--- src/rtl/cg_pkg.sv ---
// Shared types for the clock-gate enable controller: FSM states, the
// registered output bundle and its per-state decode.
package cg_pkg;

  localparam int WAKE_W = 4;

  typedef enum logic [1:0] {
    CG_WAKE,
    CG_ON,
    CG_DRAIN,
    CG_OFF
  } cg_state_e;

  typedef struct packed {
    logic clk_en;
    logic sleep_req;
    logic ready;
    logic clk_gated;
  } cg_out_t;

  // Output values for each state. Used on the next state, so that every
  // output comes straight from a flop.
  function automatic cg_out_t cg_decode(input cg_state_e s);
    cg_out_t o;
    o = '{clk_en: 1'b1, sleep_req: 1'b0, ready: 1'b0, clk_gated: 1'b0};
    case (s)
      CG_WAKE:  o = '{clk_en: 1'b1, sleep_req: 1'b0, ready: 1'b0, clk_gated: 1'b0};
      CG_ON:    o = '{clk_en: 1'b1, sleep_req: 1'b0, ready: 1'b1, clk_gated: 1'b0};
      CG_DRAIN: o = '{clk_en: 1'b1, sleep_req: 1'b1, ready: 1'b1, clk_gated: 1'b0};
      CG_OFF:   o = '{clk_en: 1'b0, sleep_req: 1'b1, ready: 1'b0, clk_gated: 1'b1};
      default:  o = '{clk_en: 1'b1, sleep_req: 1'b0, ready: 1'b0, clk_gated: 1'b0};
    endcase
    return o;
  endfunction

endpackage

--- src/rtl/cg_if.sv ---
// Activity, configuration and handshake signals between the gated block
// and its clock-gate enable controller.
interface cg_if #(
  parameter int CNT_W = 8
);
  logic             wake_req;
  logic             busy;
  logic             force_on;
  logic [CNT_W-1:0] idle_thresh;
  logic             sleep_ack;
  logic             clk_en;
  logic             sleep_req;
  logic             ready;
  logic             clk_gated;

  // Block / software side: drives activity and handshake, observes status.
  modport master (
    output wake_req, busy, force_on, idle_thresh, sleep_ack,
    input  clk_en, sleep_req, ready, clk_gated
  );

  // Controller side.
  modport slave (
    input  wake_req, busy, force_on, idle_thresh, sleep_ack,
    output clk_en, sleep_req, ready, clk_gated
  );
endinterface

--- src/rtl/cg_idle_cnt.sv ---
// Saturating idle-cycle counter. at_thresh flags that the current idle
// cycle completes a run of thresh idle cycles (or more, when the threshold
// was lowered below the count already reached). thresh of 0 never hits.
module cg_idle_cnt #(
  parameter int CNT_W = 8
) (
  input  logic             clk,
  input  logic             rst,
  input  logic             clr,
  input  logic             inc,
  input  logic [CNT_W-1:0] thresh,
  output logic             at_thresh
);

  logic [CNT_W-1:0] cnt;

  // Count idle cycles; clear wins, hold at all-ones.
  always_ff @(posedge clk or posedge rst) begin
    if (rst) begin
      cnt <= '0;
    end else if (clr) begin
      cnt <= '0;
    end else if (inc && (cnt != {CNT_W{1'b1}})) begin
      cnt <= cnt + 1'b1;
    end
  end

  // cnt >= thresh-1 rewritten as cnt+1 >= thresh, widened to avoid wrap.
  assign at_thresh = (thresh != '0) &&
                     (({1'b0, cnt} + (CNT_W+1)'(1)) >= {1'b0, thresh});

endmodule

--- src/rtl/cg_ctrl.sv ---
// Enable-side controller for the latch-based clock gate. Gates the block
// clock after a programmable idle period via a sleep_req/sleep_ack
// handshake, and reopens it with a fixed settle period before ready.
//
// state    | meaning
// ---------+---------------------------------------------------------
// CG_WAKE  | clock running, settling for WAKE_CYCLES; ready low
// CG_ON    | clock running and ready; counting idle cycles
// CG_DRAIN | sleep_req raised, waiting for the block to quiesce
// CG_OFF   | clock gated; waiting for wake_req or force_on
module cg_ctrl
  import cg_pkg::*;
#(
  parameter int CNT_W       = 8,
  parameter int WAKE_CYCLES = 2
) (
  input logic clk,
  input logic rst,
  cg_if.slave bus
);

  localparam logic [WAKE_W-1:0] WAKE_LAST = WAKE_W'(WAKE_CYCLES - 1);

  cg_state_e         state;
  cg_state_e         state_nxt;
  logic [WAKE_W-1:0] wake_cnt;
  logic              act;
  logic              wake;
  logic              at_thresh;
  cg_out_t           out_q;
  cg_out_t           out_nxt;

  assign act  = bus.busy | bus.wake_req | bus.force_on;
  assign wake = bus.wake_req | bus.force_on;

  cg_idle_cnt #(
    .CNT_W (CNT_W)
  ) u_idle_cnt (
    .clk       (clk),
    .rst       (rst),
    .clr       ((state != CG_ON) | act),
    .inc       ((state == CG_ON) & ~act),
    .thresh    (bus.idle_thresh),
    .at_thresh (at_thresh)
  );

  // Next-state logic; outputs are decoded from the next state and
  // registered, so nothing from the inputs reaches the pins combinationally.
  always_comb begin
    state_nxt = state;
    case (state)
      CG_WAKE:  if (wake_cnt == WAKE_LAST) state_nxt = CG_ON;
      CG_ON:    if (!act && at_thresh) state_nxt = CG_DRAIN;
      CG_DRAIN: begin
        if (wake)               state_nxt = CG_ON;
        else if (bus.sleep_ack) state_nxt = CG_OFF;
      end
      CG_OFF:   if (wake) state_nxt = CG_WAKE;
      default:  state_nxt = CG_WAKE;
    endcase
    out_nxt = cg_decode(state_nxt);
  end

  // State, settle counter and output registers; reset reopens the clock.
  always_ff @(posedge clk or posedge rst) begin
    if (rst) begin
      state    <= CG_WAKE;
      wake_cnt <= '0;
      out_q    <= cg_decode(CG_WAKE);
    end else begin
      state    <= state_nxt;
      wake_cnt <= ((state == CG_WAKE) && (state_nxt == CG_WAKE)) ?
                  wake_cnt + 1'b1 : '0;
      out_q    <= out_nxt;
    end
  end

  assign bus.clk_en    = out_q.clk_en;
  assign bus.sleep_req = out_q.sleep_req;
  assign bus.ready     = out_q.ready;
  assign bus.clk_gated = out_q.clk_gated;

endmodule
--- src/flat_wrapper.sv ---
// flat-port wrapper written by rule: the top's interface ports become plain ports
module cg_ctrl_flat import cg_pkg::*;
#(
  parameter int CNT_W       = 8,
  parameter int WAKE_CYCLES = 2
)
  (clk, rst, bus_wake_req, bus_busy, bus_force_on, bus_idle_thresh, bus_sleep_ack, bus_clk_en, bus_sleep_req, bus_ready, bus_clk_gated);
  cg_if #(.CNT_W(CNT_W)) bus_i ();
  input logic clk;
  input logic rst;
  input wire logic [$bits(bus_i.wake_req)-1:0] bus_wake_req;
  input wire logic [$bits(bus_i.busy)-1:0] bus_busy;
  input wire logic [$bits(bus_i.force_on)-1:0] bus_force_on;
  input wire logic [$bits(bus_i.idle_thresh)-1:0] bus_idle_thresh;
  input wire logic [$bits(bus_i.sleep_ack)-1:0] bus_sleep_ack;
  output wire logic [$bits(bus_i.clk_en)-1:0] bus_clk_en;
  output wire logic [$bits(bus_i.sleep_req)-1:0] bus_sleep_req;
  output wire logic [$bits(bus_i.ready)-1:0] bus_ready;
  output wire logic [$bits(bus_i.clk_gated)-1:0] bus_clk_gated;
  assign bus_i.wake_req = bus_wake_req;
  assign bus_i.busy = bus_busy;
  assign bus_i.force_on = bus_force_on;
  assign bus_i.idle_thresh = bus_idle_thresh;
  assign bus_i.sleep_ack = bus_sleep_ack;
  assign bus_clk_en = bus_i.clk_en;
  assign bus_sleep_req = bus_i.sleep_req;
  assign bus_ready = bus_i.ready;
  assign bus_clk_gated = bus_i.clk_gated;
  cg_ctrl #(.CNT_W(CNT_W), .WAKE_CYCLES(WAKE_CYCLES)) u_core (.clk(clk), .rst(rst), .bus(bus_i));
endmodule
--- config.mk ---
export PLATFORM = sky130hd
export DESIGN_NAME = cg_ctrl_flat
export DESIGN_NICKNAME = d
export VERILOG_FILES = /design/src/rtl/cg_pkg.sv /design/src/rtl/cg_if.sv /design/src/rtl/cg_idle_cnt.sv /design/src/rtl/cg_ctrl.sv /design/src/flat_wrapper.sv
export SDC_FILE = /design/constraint.sdc
export NUM_CORES = 1
export LEC_CHECK = 0
export BUFFER_PORTS_ARGS = -buffer_cell sky130_fd_sc_hd__buf_2
export CORE_MARGIN = 4
export CORE_UTILIZATION = 30
export DETAILED_ROUTE_END_ITERATION = 8
export PLACE_DENSITY = 0.6
export SYNTH_ARGS = -nofsm -noshare
export SYNTH_HDL_FRONTEND = slang
export SYNTH_SLANG_ARGS = --single-unit
--- constraint.sdc ---
create_clock -name clk -period 4.1 [get_ports clk]
set_input_delay 1.025 -clock clk [delete_from_list [all_inputs] [get_ports clk]]
set_output_delay 1.025 -clock clk [all_outputs]
set_load 0.01 [all_outputs]
======== Word-level counts from Yosys, hierarchy flattened ========
Index checks and enable logic that the tools add are counted.
operators by class
  add/sub/neg operators ................... 3
  mux-type cells .......................... 10
  reductions and logical operators ........ 9
  bitwise operators ....................... 6
  equal/unequal tests ..................... 9
  $lt $le $gt $ge ......................... 1
operators by type and width
  operator                                                                number
  8-bit two-way mux                                                       2
  4-bit one-hot mux with 4 select lines                                   1
  2-bit two-way mux                                                       5
  8-bit by 1-bit adder with 9-bit output (second input constant)          1
  9-bit by 8-bit greater-or-equal comparator with 1-bit output            1
  8-bit by 1-bit adder with 8-bit output (second input constant)          1
  2-bit equality test (second input constant)                             4
  8-bit != test (second input constant)                                   1
  2-bit one-hot mux with 4 select lines                                   1
  8-bit nonzero test                                                      1
  4-bit by 1-bit adder with 4-bit output (second input constant)          1
  2-bit by 1-bit equality test with 1-bit output (second input constant)  2
  4-bit by 1-bit equality test with 1-bit output (second input constant)  1
  1-bit logical AND                                                       4
  2-bit logical NOT                                                       2
  4-bit two-way mux                                                       1
  1-bit OR                                                                4
  2-bit by 1-bit != test with 1-bit output (second input constant)        1
  2-bit nonzero test                                                      1
  1-bit AND                                                               1
  1-bit logical NOT                                                       1
  1-bit NOT                                                               1
word-level totals
  output and inout port bits .............. 4
  word-level logic and storage cells ...... 45
  register bits after elaboration ......... 18

======== Longest topological paths before layout ========
  word-level depth ........................ 9
  gate-level depth with buffers ........... 12
  mapped depth without buffers ............ 12

======== Hierarchy ========
A second synthesis with hierarchy kept.
second synthesis, totals
  cells, all modules ...................... 124
  area, all modules ....................... 1,189.9 µm²
modules (own cells, without submodules)
  module       cells each  sequential area each (µm²)  times used  area each (µm²)
  cg_idle_cnt  80          200.2                       1           696.9
  cg_ctrl      44          251.5                       1           493.0

======== Least setup slack after synthesis ========
No wires, ideal clock.
  path kind ............................... input port to flip-flop
  start point ............................. input bus_idle_thresh[5]
  end point ............................... register u_core.out_q (netlist bit u_core.bus.sleep_req)
  stages on the path ...................... 9
  path slack .............................. 1.081 ns
  data arrival time ....................... 2.892 ns
  library setup time ...................... 0.127 ns
  path through ............................ inv_1 -> ha_1 -> o21a_1 -> o21ai_0 -> a211oi_1 -> o41a_1 -> a221o_1 -> ha_1 -> or2_2
RTL lines
  what                    RTL line            RTL
  start: declaration      flat_wrapper.sv:14  input wire logic [$bits(bus_i.idle_thresh)-1:0] bus_idle_thresh;
  end signal: assignment  cg_ctrl.sv:69       out_q <= cg_decode(CG_WAKE);
  end signal: assignment  cg_ctrl.sv:74       out_q <= out_nxt;
  end: declaration        cg_ctrl.sv:30       cg_out_t out_q;

==> results.cfg <==
[sta]
grt_setup_unrepaired = no
worst_pin_slew_ns = 0.667
slew_violations = 0
setup_viol = 0
fin_skew_ns = 0.00398
hold_viol = 0
period_share_pct = 74.6
fmax_ghz = 0.327
fin_crit_ns = 3.06
slew_headroom_pct = 55.5
tns_ns = 0

[global_routing]
grt_usage_pct = 9.22
grt_max_degree = 19
antenna_found_initial = 0
grt_first_pass_wirelength_mm = 3.31
grt_busiest_layer = met2
grt_pass1_vias = 825
use_met3_pct = 1.64
met2_usage_pct = 16.1
grt_use_met1_pct = 11.4
gr-total-overflow = 0

[routing]
vias = 796
wirelength_mm = 1.90
post-route-drc-count = 0
final_antenna_net_count = 0
wl_per_cell_um = 10.9
first_pass_iters = 3
via_per_inst = 4.57
drtIter0Drc = 12

[synth]
synth_edf_count = 0
synth_area_leader_cell = dfrtp_1
syn-num-nets = 136
synth_area_leaders = dfrtp_1 (39%), ha_1 (17%), nor2_1 (5.5%)
synth_common_cells = dfrtp_1 (17), nor2_1 (16), ha_1 (15)
netlist_instances = 107
syn_area_sq_um = 1080
synth_ff_type = dfrtp_1
synth.most_common_cell = dfrtp_1
ys_seq_elements = 18
yosysWarnings = 0
seq_area_frac_synth_pct = 41.6
synthArstFlopShare_pct = 100
yosysUniqueCellTypes = 26
yosys.area.top_type_share_pct = 39.2
syn_area_per_cell_sq_um = 10.1

[cells_and_area]
stdcell_count = 174
fillers = 355
layout.nets = 158
syn2layout_area_growth_pct = 16.5
diodes = 0
multiInputGateArea_sq_um = 588
area.sequential_sq_um = 452
drive_above_1_share_pct = 24.2

[floorplanning]
die_h_um = 68.1
core_area_sq_um = 3420
start_util_pct = 31.8
num_rows = 21
die_x_um = 68.1
io_pins = 18
dieArea_sq_um = 4640

[placement]
hpwlAfterDp_mm = 1.60
portBuffers = 17
dpl.cell_count = 170
place.gp.congestion = 0.731

[worst_hold_path]
min_path_type = reg -> reg

[critical_path]
cp.required_ns = 4.27
crit_fanout = 5
startpoint_type = flip-flop
r2r_slack_ns = 1.04
worstSetupEndpointType = flip-flop
crit_type = reg -> reg
crit_arrival_ns = 3.23

[power]
p_leak_nw = 0.654
ir_drop_mv = 0.130
power.density_nw_per_um2 = 255

[clock_network]
cts_hold_repair.buffers = 0
clk_path_buf_depth = 2
cts_buffers = 3
cts_resized = 0
cts.sinks = 18
clk_pin_slew_ns = 0.10
h-tree-depth = 1
cts_tree = yes
clock_latency_ns = 0.28
post-cts-setup-buffers = 0
clock-root-buffer = clkbuf_4

[status]
status = complete, no violations

[job]
cap_violations = 0
-- placed cells by master (no fill, tap or decap), drive strengths merged --
cell type,netlist,final
buf,0,17
dfrtp,17,17
nor2,16,16
ha,15,15
inv,12,12
nand3,7,7
nand2,6,6
xnor2,6,6
a21oi,4,4
o21ba,4,4
clkbuf,0,4
xor2,3,3
a211oi,2,2
nor4,2,2
and4,1,1
nand4,1,1
mux2,1,1
nand2b,1,1
o21a,1,1
o21ai,1,1
o41a,1,1
a221oi,1,1
or2,1,1
a221o,1,1
a21o,1,1
mux2i,1,1
dfstp,1,1
-- final cells by class --
type | count | area share [%]
clock buffers | 4 | 2.87
well taps | 46 | 4.55
multi-input cells | 77 | 46.5
flip-flops and latches | 18 | 35.7
repair buffers | 17 | 6.73
inverters | 12 | 3.56
-- final timing paths --
check | from | end | depth (start not counted)
setup / recovery | u_core.u_idle_cnt.cnt[0] | u_core.bus.sleep_req | 11
hold / removal | u_core.wake_cnt[0] | u_core.wake_cnt[0] | 1
setup reg to reg | u_core.u_idle_cnt.cnt[0] | u_core.bus.sleep_req | 11
hold reg to reg | u_core.wake_cnt[0] | u_core.wake_cnt[0] | 1
max in group asynchronous | rst | u_core.bus.sleep_req | 2
min in group asynchronous | rst | u_core.wake_cnt[3] | 2
-- metal layers --
| metal | vias to the layer above | share of wire (%) |
|---|---|---|
| met1 | 371 | 48 |
| met3 | 0 | 4.9 |
| met4 | 0 | 0 |
| li1 | 411 | - |
| met5 | - | 0 |
| met2 | 14 | 47 |
-- power by group --
| group | internal (mW) | leakage, nW | total, mW | switching, mW |
|---|---|---|---|---|
| sequential | 0.181 | 0.238 | 0.183 | 0.00229 |
| clock | 0.0540 | 0.0210 | 0.106 | 0.0518 |
| combinational | 0.0148 | 0.395 | 0.0337 | 0.0189 |
| total | 0.249 | 0.654 | 0.322 | 0.0729 |
-- flip-flops by register name, summed over array words and instances (netlist names) --
register and cells:
u_core.bus.clk_en 1, u_core.bus.sleep_req 1, u_core.wake_cnt 4, u_core.bus.ready 1
u_core.state 2, u_core.u_idle_cnt.cnt 8, u_core.bus.clk_gated 1
-- stage by stage --
step	total power [mW]	worst slack (ns)	util [%]	hold slack, ns	area, sq um
after floorplan	0.207	1.08	-	0.459	1080
after global placement	0.219	0.914	35.9	0.475	1230
after detailed placement	0.221	0.841	35.9	0.490	1230
after CTS	0.330	1.01	37.0	0.503	1260
after global routing	0.342	0.803	37.0	0.519	1260
final	0.322	1.04	37.0	0.498	1260
-- cells by family after synthesis --
logic type               share of synthesized area [%]
buffers and inverters                             4.15
adder cells (fa/ha/maj)                           17.3
AO/OA/AOI/OAI                                     11.5
flip-flops                                        41.6
AND/OR/NAND/NOR                                   16.1
XOR/XNOR                                          7.27
multiplexers                                      1.96
-- worst max-delay path, cell delays in order, from the launching register on --
cell,delay [ns]
dfrtp_1,0.45
ha_1,0.32
nand2_1,0.10
xnor2_1,0.19
ha_1,0.28
o21a_1,0.11
o21ai_0,0.21
a211oi_1,0.07
o41a_1,0.44
a221o_1,0.31
ha_1,0.19
or2_2,0.28
(Power assumes the default switching activity.)
